## config.mk

```make
export PLATFORM = sky130hd
export DESIGN_NAME = matrix_stream_ctrl
export DESIGN_NICKNAME = d
export VERILOG_FILES = /design/src/rtl/matrix_stream_ctrl.sv
export SDC_FILE = /design/constraint.sdc
export NUM_CORES = 1
export LEC_CHECK = 0
export ABC_AREA = 1
export CORE_ASPECT_RATIO = 0.6
export CORE_MARGIN = 4
export CORE_UTILIZATION = 45
export DETAILED_ROUTE_END_ITERATION = 10
export PLACE_DENSITY = 0.76
export SYNTH_ARGS = -nofsm -noshare
export SYNTH_HDL_FRONTEND = slang
export SYNTH_SLANG_ARGS = --single-unit
```

## constraint.sdc

```tcl
create_clock -name clk -period 1.7 [get_ports clk]
set_clock_uncertainty 0.1 [all_clocks]
set_input_delay 0.34 -clock clk [delete_from_list [all_inputs] [get_ports clk]]
set_output_delay 0.34 -clock clk [all_outputs]
set_load 0.05 [all_outputs]
```

## src/rtl/matrix_stream_ctrl.sv

```systemverilog
// Stream front/back end for the 2x2 matrix core: collects 8 operand bytes, holds them for the
// core, then replays the four results. Optional out_last port enabled by MATRIX_STREAM_LAST_EN.
module matrix_stream_ctrl #(
   parameter int DW = 8,
   parameter int RW = 2 * DW
) (
   input  logic          clk,
   input  logic          rst_n,
   input  logic          in_valid,
   output logic          in_ready,
   input  logic [DW-1:0] in_data,
   input  logic          in_op,
   output logic          out_valid,
   input  logic          out_ready,
   output logic [RW-1:0] out_data,
`ifdef MATRIX_STREAM_LAST_EN
   output logic          out_last,
`endif
   output logic          busy,
   output logic          op_o,
   output logic [DW-1:0] a11_o,
   output logic [DW-1:0] a12_o,
   output logic [DW-1:0] a21_o,
   output logic [DW-1:0] a22_o,
   output logic [DW-1:0] b11_o,
   output logic [DW-1:0] b12_o,
   output logic [DW-1:0] b21_o,
   output logic [DW-1:0] b22_o,
   input  logic [RW-1:0] c11_i,
   input  logic [RW-1:0] c12_i,
   input  logic [RW-1:0] c21_i,
   input  logic [RW-1:0] c22_i
);

   typedef enum logic [1:0] {LOAD, CALC, SEND} state_t;

   state_t        state, state_nxt;
   logic [2:0]    cnt;
   logic [1:0]    idx;
   logic [DW-1:0] opr [8];
   logic [RW-1:0] res [4];
   logic          in_xfer, out_xfer;

   always_comb begin
      // NOTE: every output of this block gets a default first, so no path can infer a latch.
      state_nxt = state;
      in_ready  = 1'b0;
      out_valid = 1'b0;
      case (state)
         LOAD: begin
            in_ready = 1'b1;
            if (in_valid && cnt == 3'd7) state_nxt = CALC;
         end
         CALC: state_nxt = SEND;
         SEND: begin
            out_valid = 1'b1;
            if (out_ready && idx == 2'd3) state_nxt = LOAD;
         end
         default: state_nxt = LOAD;
      endcase
   end

   assign in_xfer  = in_valid && in_ready;
   assign out_xfer = out_valid && out_ready;
   assign out_data = res[idx];
   assign busy     = (cnt != 3'd0) || (state != LOAD);

`ifdef MATRIX_STREAM_LAST_EN
   assign out_last = out_valid && (idx == 2'd3);
`endif

   // NOTE: sequential state uses non-blocking assignments so every register samples pre-edge values.
   always_ff @(posedge clk or negedge rst_n) begin
      if (!rst_n) state <= LOAD;
      else        state <= state_nxt;
   end

   always_ff @(posedge clk or negedge rst_n) begin
      if (!rst_n) begin
         cnt  <= '0;
         idx  <= '0;
         op_o <= 1'b0;
         // NOTE: these small register arrays are reset on purpose: the core must see zero operands
         // and out_data must read zero after reset, so they cannot be left as plain RAM.
         for (int i = 0; i < 8; i++) opr[i] <= '0;
         for (int i = 0; i < 4; i++) res[i] <= '0;
      end else begin
         if (in_xfer) begin
            opr[cnt] <= in_data;
            cnt      <= cnt + 3'd1;
            if (cnt == 3'd0) op_o <= in_op;
         end
         // Core outputs are only trusted after the one-cycle settle in CALC.
         if (state == CALC) begin
            res[0] <= c11_i;
            res[1] <= c12_i;
            res[2] <= c21_i;
            res[3] <= c22_i;
         end
         if (out_xfer) idx <= idx + 2'd1;
      end
   end

   assign a11_o = opr[0];
   assign a12_o = opr[1];
   assign a21_o = opr[2];
   assign a22_o = opr[3];
   assign b11_o = opr[4];
   assign b12_o = opr[5];
   assign b21_o = opr[6];
   assign b22_o = opr[7];

endmodule

```

# == After elaboration in Yosys (flattened, before gate mapping) ==
# Index checks and enable logic that the tools add are counted.
# totals
ff_bits,136
word_cells,52
# classes
addsub,2
magnitude_cmp,3
n_eq_ne,6
muxes,11
n_bitwise,2
reduce_logical,12
# op_table
op,count
bitwise mux 64 bit,1
binary-select mux 16 bit (select 2 bit),1
two-way mux 16 bit,2
demux 8 bit (select 3 bit),1
two-way mux 8 bit,1
case mux 2 bit (3 select lines),1
logical AND 1 bit,5
"equality test 2 bit, second input constant",2
"greater-or-equal comparator 4 bit, second input constant",1
"less-than comparator 4 x 1 -> 1 bit, second input constant",1
two-way mux 2 bit,2
"inequality test 2 bit, second input constant",2
inverter 3 -> 4 bit,1
AND reduction 2 bit,2
"adder 3 x 1 -> 3 bit, second input constant",1
"equality test 3 bit, second input constant",1
"greater-or-equal comparator 3 bit, second input constant",1
logical NOT 3 bit,1
inverter 2 -> 3 bit,1
nonzero test 3 bit,1
"adder 2 x 1 -> 2 bit, second input constant",1
"equality test 2 x 1 -> 1 bit, second input constant",1
logical NOT 2 bit,1
two-way mux 1 bit,2
2 further kinds,2

# == Logic depth before layout (Yosys ltp) ==
# logic_depth
word_depth,6
depth_mapped,8
depth_no_buf,7

# == Least setup slack after synthesis ==
# Ideal clock, no wire load.
# synth_path
kind,reg2reg
start,register state[1]
end,register idx[0]
setup_time_ns,0.125
t_arrival_ns,1.614
slack_ns,-0.139
stages_incl_launch_ff,5
n_path_buf,0
period_less_slack_ns,1.839
cell_sequence,dfrtp_1 -> inv_2 -> nor2_1 -> nand2_1 -> xor2_1
# synth_between
elab_chain_len,3
# synth_rtl
element,line,source
start: declaration,37,"state_t state, state_nxt;"
start signal: assignment,75,else state <= state_nxt;
equality test 2 bit,49,case (state)
two-way mux 1 bit,49,
named net out_valid,13,"output logic out_valid,"
logical AND 1 bit,64,assign out_xfer = out_valid && out_ready;
end signal: assignment,100,if (out_xfer) idx <= idx + 2'd1;
end: declaration,39,logic [1:0] idx;
# The timed path passes the listed nets, and every way through them passes these cells.
# A chain may end at the register's enable or synchronous reset.

# == Final worst setup path ==
# layout_path
start,register idx[0]
end,output port out_data[1]
# layout_between
elab_chain_len,4
# layout_rtl
element,line,source
inverter 2 -> 3 bit (not written as such),65,assign out_data = res[idx];
binary-select mux 16 bit (select 2 bit),65,
two-way mux 16 bit (not written as such) (2 in a row),65,
end: declaration,15,"output logic [RW-1:0] out_data,"
# No other way between the ends. The select of a mux whose other input is x is not followed.

==> results.txt <==
crit path buf inv count -> 4
clk slew on worst S/H paths -> 0.06 ns
DRC viols -> 0
Top-Level Pins -> 161
Startpoint Class -> flop
register area share after synthesis -> 0.570
Worst R2R Path Depth -> 8
total congestion overflow -> 0
final core occ -> 0.712
Worst-Skew Late Latency -> 0.40 ns
Die W -> 157 um
first-pass GRT wire length -> 29.2 mm
crit-path max FO -> 13
crit-path max cell delay -> 0.40 ns
power density over the cells -> 2450 nW/um^2
Syn Nets -> 802
synthesized area per cell -> 8.29 sq um
final instance area -> 9210 sq um
clk sink count -> 136
die height -> 97.3 um
Distinct cells, synth -> 21
drt initial violations -> 513
critical path depth -> 7
Final ANT Viol Nets -> 0
Max clock buf depth -> 2
RePlAce Congestion -> 0.832
RSZ-0062 raised after global routing -> true
outcome -> finished with violations
synthesis warning total -> 0
period utilisation layout -> 1.20
f_max -> 0.488 GHz
Initial Util -> 0.462
number of port buffers -> 160
die area -> 15200 sq um
vias in the first global route -> 5393
Vias -> 5526
Min-Delay Path Class -> in2async
cells along the critical path -> inv_4 > buf_12 > buf_4 > a21oi_1 > o21ai_1 > nand2_2 > buf_12
Final Setup Violations -> 17
Placement Setup Slack -> -0.0603 ns
Final Non-Filler Cells -> 1089
CTS root buffer -> clkbuf_16
Slowest-stage cell, CP -> dfrtp_1
Vias per Instance -> 5.07
largest net degree at the start of global routing -> 43
Layout area overhead -> 54.1%
Slew Viols, Final -> 0
FF+latch count, synth -> 136
cell family with the largest share of critical-path delay -> buffers and inverters
Placed Area -> 8380 sq um
layout cell share with drive strength beyond 1 -> 0.235
WL/cell -> 16.8 um
CTS H-tree depth -> 4
most used cell along the critical path -> buf_12
ANT cells -> 0
initial antenna violation count -> 0
standard-cell rows -> 32
Critical Path AT -> 1.61 ns
total power -> 22.6 mW
Final WS setup -> -0.348 ns
Max Cap Viol -> 0
Post-Syn Instances -> 721
total track usage -> 0.242
commonest non-fill, non-tap cell in the layout -> nand2_1
total CTS buffers -> 17
placed wire-length estimate -> 12.9 mm
Max IR drop VDD -> 0.00122 V
Placed Cells -> 1050
Slew HR -> 0.683
Worst Path Required -> 1.26 ns
final hold violations -> 0
Worst Tran Pin Value -> 0.476 ns
Nets -> 989
violated checks -> setup timing
drt pass-1 iters -> 6
DRT Wirelength -> 18.3 mm
Synth Cell Area -> 5970 sq um
worst setup path category -> reg2out
Leakage -> 4.65 nW
CTS tree -> done
Placeable Area -> 12900 sq um
commonest cells after routing, fill and taps aside -> 270 x nand2_1, 134 x dfrtp_1, 93 x nand3_1, 78 x buf_4, 75 x clkdlybuf4s50_1
Setup crit end kind -> primary output
fin crit period -> 2.05 ns
metrics by stage:
stage	hold WS, ns	TNS (ns)
floorplan	-0.0556	0
global placement	0.129	-0.0948
detailed placement	0.135	-0.151
CTS	0.257	-5.82
global route	0.303	-6.54
finish	0.284	-5.11
cell usage after synthesis:
library cell	count	area (sq um)
buf_2	23	115
nor2_2	7	43.8
inv_1	24	90.1
inv_2	3	11.3
nand2_1	284	1070
xor2_1	2	17.5
buf_1	3	11.3
nor2_1	51	191
o21ai_0	34	170
nor2_4	1	11.3
nor2_8	1	20.0
nand3_1	93	465
inv_4	1	6.26
buf_4	1	7.51
nand2_2	1	6.26
dfrtp_1	136	3400
clkbuf_1	13	48.8
nand2_4	5	56.3
a21oi_1	32	160
buf_6	2	22.5
ha_1	4	50.1
cells by family (layout without fill, tap and decap cells):
group,Yosys count,after routing,synth area share
xor gates and xnor gates,2,2,0.00293
AOI/OAI and AO/OA,66,66,0.0553
DFF,136,136,0.570
and+or+nand+nor,443,443,0.311
adders and majority gates,4,4,0.00838
buffers and inverters,70,268,0.0524
report_power, final:
group | switching [mW] | leakage, nW | internal, mW
Clock | 1.39 | 0.302 | 2.59
Combinational | 7.58 | 2.70 | 5.06
Sequential | 1.14 | 1.65 | 4.80
Total | 10.1 | 4.65 | 12.4
final cells by class:
cell class                 instances  area (sq um)
tap                              170           213
fill                             964          3730
clock inverter                    12           201
sequential                       136          3410
timing repair buffer             210          2460
clock buffer                      18           429
inverter                          28           113
multi-input combinational        515          2390
worst paths after layout:
kind | end | start | slack, ns
setup / recovery | out_data[1] | idx[0] | -0.35
hold / removal | b11_o[6] | rst_n | 0.28
setup reg to reg | a12_o[4] | cnt[1] | 0.14
hold reg to reg | res[4] | res[4] | 0.37
max in group asynchronous | a12_o[3] | rst_n | 0.55
min in group clk | res[4] | res[4] | 0.37
per-layer routing:
metal	global-route usage	wire length, um	up-vias
li1	-	-	2671
met1	0.390	8990	2637
met2	0.323	7710	205
met3	0.0632	1450	13
met4	0.0553	148	0
met5	0	0	-
registers in the layout (all words and copies together) (netlist names), 3 cells and up:
signal	count
a11_o	8
a22_o	8
res	64
b12_o	8
b22_o	8
b11_o	8
a21_o	8
b21_o	8
a12_o	8
cnt	3
worst reg2reg max path, stage by stage, from the launching register on:
cell and delay (ns):
dfrtp_1 0.38, inv_2 0.08, buf_4 0.10, buf_4 0.11, nand2_1 0.14, nor2_4 0.13, nand2_1 0.21, nand2_1 0.13
nand2_1 0.05
what timing repair did:
action	CTS	global route
pin swaps	4	7
setup buffers	3	4
resized for setup	19	37
endpoints found under the hold margin	25	0
hold buffers	1	0
endpoints found under the setup margin	18	19
gates cloned	0	1
No activity file was read; power rests on OpenSTA's default activity.
